$ cat src/rtl/uart_cmd_pkg.sv
// ---------------------------------------------------------------------------
// uart_cmd_pkg
// Shared definitions for the UART command parser:
//   - state_type   : parser FSM states (CHKSUM only exists when the
//                    CMD_CHECKSUM_EN macro is defined)
//   - ERR_*        : values reported on err_code
//   - OP_RW_BIT / OP_LEN_MSB : opcode byte field positions
//   - len_ok()     : checks the opcode byte count against MAX_BYTES
// ---------------------------------------------------------------------------
package uart_cmd_pkg;

  typedef enum logic [2:0] {
    ST_IDLE   = 3'd0,
    ST_ADDR   = 3'd1,
    ST_OPCODE = 3'd2,
    ST_DATA   = 3'd3,
`ifdef CMD_CHECKSUM_EN
    ST_CHKSUM = 3'd4,
`endif
    ST_STOP   = 3'd5
  } state_type;

  localparam logic [2:0] ERR_NONE         = 3'd0;
  localparam logic [2:0] ERR_BAD_OPCODE   = 3'd1;
  localparam logic [2:0] ERR_BAD_STOP     = 3'd2;
  localparam logic [2:0] ERR_BAD_CHECKSUM = 3'd3;
  localparam logic [2:0] ERR_OVERFLOW     = 3'd4;

  // Opcode byte layout: [7] = rw (1 = write), [6:0] = byte count.
  localparam int OP_RW_BIT  = 7;
  localparam int OP_LEN_MSB = 6;

  // A byte count is usable when it is 1..max_bytes.
  function automatic logic len_ok(input logic [OP_LEN_MSB:0] len, input int max_bytes);
    return (len != '0) && (int'(len) <= max_bytes);
  endfunction

endpackage

$ cat src/rtl/cmd_timeout_timer.sv
// ---------------------------------------------------------------------------
// cmd_timeout_timer
// Inactivity counter for the command parser.
// Ports:
//   clk    in  system clock
//   reset  in  asynchronous active-high reset
//   clear  in  restart the count (byte received, or parser idle)
//   run    in  count one cycle of inactivity
//   expire out high during the cycle in which the count has reached
//              TIMEOUT_CYCLES-1 with no clear; the parser aborts on the
//              following edge
// ---------------------------------------------------------------------------
module cmd_timeout_timer #(
  parameter int TIMEOUT_CYCLES = 10
) (
  input  logic clk,
  input  logic reset,
  input  logic clear,
  input  logic run,
  output logic expire
);

  localparam int CNT_W = (TIMEOUT_CYCLES > 2) ? $clog2(TIMEOUT_CYCLES) : 1;

  logic [CNT_W-1:0] r_count;
  logic             w_terminal;

  assign w_terminal = (r_count == CNT_W'(TIMEOUT_CYCLES - 1));
  // clear has priority so a byte arriving on the terminal cycle wins.
  assign expire     = run && !clear && w_terminal;

  always_ff @(posedge clk or posedge reset) begin
    if (reset) begin
      r_count <= '0;
    end else if (clear || expire) begin
      r_count <= '0;
    end else if (run) begin
      r_count <= r_count + CNT_W'(1);
    end
  end

endmodule

$ cat src/rtl/uart_cmd_parser.sv
// ---------------------------------------------------------------------------
// uart_cmd_parser
// Parses framed command packets from a UART receiver:
//   START, ADDR, OPCODE, DATA x len (writes only), [CHKSUM], STOP
// and presents each validated packet as a one-cycle commit.
// Optional feature macro: CMD_CHECKSUM_EN -- adds a checksum byte (XOR of
// address, opcode and data bytes) between the payload and the stop byte.
// Ports:
//   clk            in   system clock
//   reset          in   asynchronous active-high reset
//   rx_done_tick   in   received_byte valid this cycle
//   received_byte  in   byte from UART receiver
//   buffers_full   in   downstream instruction buffers cannot accept
//   cmd_valid      out  one-cycle commit strobe
//   cmd_addr       out  I2C register pointer
//   cmd_rw         out  1 = write, 0 = read
//   cmd_len        out  byte count
//   cmd_data       out  write data, byte i at [8i+:8]
//   busy           out  parser not idle
//   time_out       out  one-cycle inactivity abort pulse
//   err_tick       out  one-cycle error pulse
//   err_code       out  last error code (held)
// ---------------------------------------------------------------------------
module uart_cmd_parser
  import uart_cmd_pkg::*;
#(
  parameter logic [7:0] START_BYTE     = 8'hFF,
  parameter logic [7:0] STOP_BYTE      = 8'hFF,
  parameter int         MAX_BYTES      = 2,
  parameter int         TIMEOUT_CYCLES = 10,
  localparam int        LEN_W          = $clog2(MAX_BYTES + 1)
) (
  input  logic                   clk,
  input  logic                   reset,
  input  logic                   rx_done_tick,
  input  logic [7:0]             received_byte,
  input  logic                   buffers_full,
  output logic                   cmd_valid,
  output logic [7:0]             cmd_addr,
  output logic                   cmd_rw,
  output logic [LEN_W-1:0]       cmd_len,
  output logic [8*MAX_BYTES-1:0] cmd_data,
  output logic                   busy,
  output logic                   time_out,
  output logic                   err_tick,
  output logic [2:0]             err_code
);

  // State entered once the opcode/data phase is complete.
`ifdef CMD_CHECKSUM_EN
  localparam state_type ST_AFTER_PAYLOAD = ST_CHKSUM;
`else
  localparam state_type ST_AFTER_PAYLOAD = ST_STOP;
`endif

  state_type              r_state;
  logic [LEN_W-1:0]       r_idx;
  logic                   r_cmd_valid;
  logic [7:0]             r_cmd_addr;
  logic                   r_cmd_rw;
  logic [LEN_W-1:0]       r_cmd_len;
  logic [8*MAX_BYTES-1:0] r_cmd_data;
  logic                   r_time_out;
  logic                   r_err_tick;
  logic [2:0]             r_err_code;
`ifdef CMD_CHECKSUM_EN
  logic [7:0]             r_xor;
`endif

  logic                   w_run;
  logic                   w_clear;
  logic                   w_expire;
  logic [OP_LEN_MSB:0]    w_op_len;
  logic                   w_op_rw;
  logic                   w_len_ok;
  logic                   w_last_data;
  logic [MAX_BYTES-1:0]   w_lane_we;
  logic [8*MAX_BYTES-1:0] w_data_next;

  assign w_run       = (r_state != ST_IDLE);
  // Counter only runs while a packet is open; any byte restarts it.
  assign w_clear     = rx_done_tick || !w_run;
  assign w_op_len    = received_byte[OP_LEN_MSB:0];
  assign w_op_rw     = received_byte[OP_RW_BIT];
  assign w_len_ok    = len_ok(w_op_len, MAX_BYTES);
  assign w_last_data = ((r_idx + LEN_W'(1)) == r_cmd_len);

  // Per-lane write enables: only the lane selected by the data index
  // takes the incoming byte, the others keep their contents.
  genvar gi;
  generate
    for (gi = 0; gi < MAX_BYTES; gi++) begin : g_lane
      assign w_lane_we[gi] = (r_state == ST_DATA) && rx_done_tick &&
                             (r_idx == LEN_W'(gi));
      assign w_data_next[8*gi +: 8] = w_lane_we[gi] ? received_byte
                                                    : r_cmd_data[8*gi +: 8];
    end
  endgenerate

  cmd_timeout_timer #(
    .TIMEOUT_CYCLES (TIMEOUT_CYCLES)
  ) u_timer (
    .clk    (clk),
    .reset  (reset),
    .clear  (w_clear),
    .run    (w_run),
    .expire (w_expire)
  );

  always_ff @(posedge clk or posedge reset) begin
    if (reset) begin
      r_state     <= ST_IDLE;
      r_idx       <= '0;
      r_cmd_valid <= 1'b0;
      r_cmd_addr  <= '0;
      r_cmd_rw    <= 1'b0;
      r_cmd_len   <= '0;
      r_cmd_data  <= '0;
      r_time_out  <= 1'b0;
      r_err_tick  <= 1'b0;
      r_err_code  <= ERR_NONE;
`ifdef CMD_CHECKSUM_EN
      r_xor       <= '0;
`endif
    end else begin
      // Strobes default low so each fires for exactly one cycle.
      r_cmd_valid <= 1'b0;
      r_time_out  <= 1'b0;
      r_err_tick  <= 1'b0;

      if (rx_done_tick) begin
        case (r_state)
          ST_IDLE: begin
            if ((received_byte == START_BYTE) && !buffers_full) begin
              r_state    <= ST_ADDR;
              r_idx      <= '0;
              r_cmd_addr <= '0;
              r_cmd_rw   <= 1'b0;
              r_cmd_len  <= '0;
              r_cmd_data <= '0;
            end
          end

          ST_ADDR: begin
            r_cmd_addr <= received_byte;
`ifdef CMD_CHECKSUM_EN
            r_xor      <= received_byte;
`endif
            r_state    <= ST_OPCODE;
          end

          ST_OPCODE: begin
            if (!w_len_ok) begin
              r_err_tick <= 1'b1;
              r_err_code <= ERR_BAD_OPCODE;
              r_state    <= ST_IDLE;
            end else begin
              r_cmd_rw  <= w_op_rw;
              r_cmd_len <= LEN_W'(w_op_len);
              r_idx     <= '0;
`ifdef CMD_CHECKSUM_EN
              r_xor     <= r_xor ^ received_byte;
`endif
              r_state   <= w_op_rw ? ST_DATA : ST_AFTER_PAYLOAD;
            end
          end

          ST_DATA: begin
            r_cmd_data <= w_data_next;
            r_idx      <= r_idx + LEN_W'(1);
`ifdef CMD_CHECKSUM_EN
            r_xor      <= r_xor ^ received_byte;
`endif
            if (w_last_data) begin
              r_state <= ST_AFTER_PAYLOAD;
            end
          end

`ifdef CMD_CHECKSUM_EN
          ST_CHKSUM: begin
            if (received_byte == r_xor) begin
              r_state <= ST_STOP;
            end else begin
              r_err_tick <= 1'b1;
              r_err_code <= ERR_BAD_CHECKSUM;
              r_state    <= ST_IDLE;
            end
          end
`endif

          ST_STOP: begin
            if (received_byte != STOP_BYTE) begin
              r_err_tick <= 1'b1;
              r_err_code <= ERR_BAD_STOP;
            end else if (buffers_full) begin
              // Packet is well formed but nowhere to put it.
              r_err_tick <= 1'b1;
              r_err_code <= ERR_OVERFLOW;
            end else begin
              r_cmd_valid <= 1'b1;
            end
            r_state <= ST_IDLE;
          end

          default: r_state <= ST_IDLE;
        endcase
      end else if (w_expire) begin
        // Abort: cmd_* keep their partial contents, nothing is committed.
        r_time_out <= 1'b1;
        r_state    <= ST_IDLE;
      end
    end
  end

  assign cmd_valid = r_cmd_valid;
  assign cmd_addr  = r_cmd_addr;
  assign cmd_rw    = r_cmd_rw;
  assign cmd_len   = r_cmd_len;
  assign cmd_data  = r_cmd_data;
  assign busy      = w_run;
  assign time_out  = r_time_out;
  assign err_tick  = r_err_tick;
  assign err_code  = r_err_code;

endmodule

$ cat config.mk
export PLATFORM = sky130hd
export DESIGN_NAME = uart_cmd_parser
export DESIGN_NICKNAME = d
export VERILOG_FILES = /design/src/rtl/uart_cmd_pkg.sv /design/src/rtl/cmd_timeout_timer.sv /design/src/rtl/uart_cmd_parser.sv
export SDC_FILE = /design/constraint.sdc
export NUM_CORES = 1
export LEC_CHECK = 0
export BUFFER_PORTS_ARGS = -buffer_cell sky130_fd_sc_hd__buf_4
export CAP_MARGIN = 20
export CORE_MARGIN = 5
export CORE_UTILIZATION = 50
export CTS_BUF_LIST = sky130_fd_sc_hd__clkbuf_8
export DETAILED_ROUTE_END_ITERATION = 12
export GPL_TIMING_DRIVEN = 0
export PLACE_DENSITY = 0.78
export REMOVE_ABC_BUFFERS = 1
export SETUP_SLACK_MARGIN = 0.2
export SLEW_MARGIN = 40
export SYNTH_ARGS = -nofsm -noshare
export SYNTH_HDL_FRONTEND = slang
export SYNTH_SLANG_ARGS = --single-unit
export TNS_END_PERCENT = 5
$ cat constraint.sdc
create_clock -name clk -period 1.69 [get_ports clk]
set_input_delay 0.2535 -clock clk [delete_from_list [all_inputs] [get_ports clk]]
set_output_delay 0.2535 -clock clk [all_outputs]
set_load 0.02 [all_outputs]
==> impl_metrics.py <==
metrics = {
    "layout": {
        "fillCellCount": 291,
        "drive_gt1_frac": 0.3793,
        "regArea_um2": 1056,
        "syn_to_final_growth_pct": 34.01,
        "layout_common_cells": "47 x buf_4, 38 x dfrtp_1, 15 x inv_1, 15 x a22o_1, 11 x nand2_1",
        "final_common_cell": "buf_4",
        "antennaDiodeCount": 0,
        "instances_no_fill": 280,
        "design_area_um2": 2638,
        "multi_input_area_um2": 927.1,
        "fin_nets": 247,
    },
    "timing": {
        "layout_setup_ws_ps": -20.08,
        "tns_ps": -46.17,
        "worst_pin_slew_ps": 495.3,
        "rsz0062_at_grt": "yes",
        "setup_violations": 6,
        "slew_viol_final": 0,
        "slew_headroom": 0.6698,
        "hold_viol": 0,
        "period_needed_ps": 1710,
        "fin_crit_sh": 1.012,
        "clock.fmax_mhz": 584.8,
        "fin_skew_ps": 3.437,
    },
    "setup_path": {
        "crit_chain": "nor3_4 -> inv_2 -> o41ai_4 -> o211ai_1 -> buf_4 -> a22o_2",
        "path_class": "flip-flop to flip-flop",
        "critPathMaxFanout": 8,
        "required_ps": 1880,
        "cp-end-kind": "flip-flop",
        "critical_path.top_delay_family": "compound AO/OA/AOI/OAI gates",
        "arrival_ps": 1900,
        "critPathLaunchType": "flip-flop",
        "crit_buf_inv": 2,
        "cp_slowest_cell": "dfrtp_2",
        "slowest_delay_ps": 430,
    },
    "place": {
        "dp_hpwl_um": 3265,
        "io_buffers": 45,
        "placed_cells": 265,
        "pre_cts_ws_ps": -418.2,
        "gp_routability_congestion": 0.8158,
        "place_area_um2": 2345,
    },
    "global_route": {
        "groute.usage.overall": 0.1865,
        "grt_max_degree": 43,
        "grt_pass1_vias": 1557,
        "grt_pass1_wl_um": 7576,
        "antenna_found_initial": 0,
        "grt-ovfl-total": 0,
    },
    "logic_synthesis": {
        "postSynthCellCount": 178,
        "ys_async_sr_fraction": 1.000,
        "ys_ff_latch": 42,
        "syn_area_per_cell_um2": 11.06,
        "synth_area_um2": 1968,
        "synth_edf_count": 0,
        "synth_top_flop_cell": "dfrtp_1",
        "synthDistinctLibCells": 45,
        "ys_seq_area_frac": 0.5340,
        "yosysWarnings": 0,
    },
    "routing": {
        "drt_first_pass_iters": 4,
        "postRouteAntennaNets": 0,
        "drt-initial-drc-count": 97,
        "viasPerCell": 5.700,
        "routed_wl_um": 4667,
        "num_vias": 1596,
        "avgRoutedWirePerCell_um": 16.67,
        "route.detailed.drc": 0,
    },
    "pwr": {
        "ir_drop_v": 0.001230,
        "p_per_area_nw_per_um2": 1744,
        "p_leak_uw": 0.001306,
        "p_total_uw": 4599,
    },
    "floorplanning": {
        "core_um2": 3744,
        "die-height_um": 72.74,
        "io_pins": 46,
        "rows": 22,
        "start_util": 0.5257,
        "die-area_um2": 5291,
        "fp.dieW_um": 72.74,
    },
    "outcome": {
        "outcome": "finished with violations",
        "violations": "negative setup slack",
    },
    "clock_tree": {
        "cts_made_buffers": 5,
        "cts_root_buf": "clkbuf_8",
        "clk-insertion-delay-late_ps": 290,
        "clkSinkCount": 42,
        "cts-htree-levels": 2,
        "cts_max_path_buffers": 2,
        "clkTransAtPathRegs_ps": 70,
        "cts_tree": "built",
        "ctsHoldBuffers": 0,
    },
    "min_path": {
        "hold_path.class": "input port to async pin",
    },
    "run": {
        "cap_viol_max_count": 0,
    },
}
==> flip-flops by register name (all words and copies together), names as in the netlist <==
signal	count
cmd_data	16
cmd_addr	8
u_timer.r_count	4
err_code	3
r_state	3
cmd_len	2
r_idx	2
cmd_rw	1
cmd_valid	1
err_tick	1
time_out	1
==> repair_timing <==
| action | CTS | global route |
|---|---|---|
| endpoints found under the setup margin | 34 | 36 |
| buffers inserted | 7 | 0 |
| gates resized for setup | 20 | 14 |
| pin swaps | 14 | 15 |
==> cells by family after synthesis <==
| kind of cell | synth area share |
|---|---|
| AOI/OAI and AO/OA | 0.1844 |
| xor gates and xnor gates | 0.02225 |
| adders and majority gates | 0.02543 |
| buffers and inverters | 0.04640 |
| DFF | 0.5340 |
| muxes | 0.04577 |
| and+or+nand+nor | 0.1418 |
==> per-stage QoR <==
stage	hold slack (ps)	util
2_1_floorplan	327.0	-
3_3_place_gp	485.6	0.6257
3_5_place_dp	325.6	0.6263
4_1_cts	11.63	0.6902
5_1_grt	33.37	0.7045
6_report	0.7293	0.7045
==> worst paths after layout <==
path                            slack (ps)                 end  depth (start not counted)                from
worst max-delay path                   -20         cmd_data[3]                          6          r_state[1]
worst min-delay path                   0.7         cmd_addr[5]                          2               reset
worst max register to register         -20         cmd_data[3]                          6          r_state[1]
worst min register to register         490  u_timer.r_count[0]                          1  u_timer.r_count[0]
max in group asynchronous             1320          r_state[0]                          2               reset
min in group clk                       210         cmd_addr[4]                          3    received_byte[4]
==> final cells by class <==
| type | count | area share |
|---|---|---|
| Multi-Input combinational cell | 112 | 0.3515 |
| Timing Repair Buffer | 52 | 0.1580 |
| Tap cell | 48 | 0.02277 |
| Inverter | 18 | 0.02704 |
| Clock buffer | 5 | 0.02609 |
| Clock inverter | 3 | 0.01423 |
| Sequential cell | 42 | 0.4004 |
==> worst reg2reg max path: stages, from the launching register on <==
cell	delay, ps
dfrtp_2	430
nor3_4	210
inv_2	70
o41ai_4	370
o211ai_1	150
buf_4	180
a22o_2	200
==> synth_stat cells, drive strengths merged, types with 2 or more instances <==
master	number	area [um2]
o211ai	2	15.01
buf	3	12.51
nor2	11	41.29
nand3	5	25.02
xnor2	3	26.28
mux2i	9	90.09
o31ai	2	15.01
a211oi	3	22.52
o2bb2ai	3	26.28
dfrtp	42	1051
and3	3	18.77
nand2	11	41.29
nor4	2	12.51
ha	4	50.05
nand2b	2	12.51
a22oi	3	22.52
inv	17	63.81
o21ai	2	10.01
nand4	4	31.28
nor3	5	30.03
clkbuf	3	11.26
xor2	2	17.52
a22o	17	151.4
o32ai	2	25.03
a21oi	2	10.01
nand3b	2	15.01
==> power by group <==
group	switching (uW)	total [uW]	internal, uW	leakage, uW
Clock	315	744	429	0.0000607
Combinational	1230	2270	1040	0.000705
Sequential	248	1590	1340	0.000540
==> routing by layer <==
layer | wire [um] | vias up | global-route usage
met5 | 0 | - | 0
met4 | 48 | 0 | 0.05328
met3 | 253 | 7 | 0.05510
met2 | 2288 | 57 | 0.2786
met1 | 2077 | 781 | 0.2633
li1 | - | 751 | -
(Power assumes the default switching activity.)
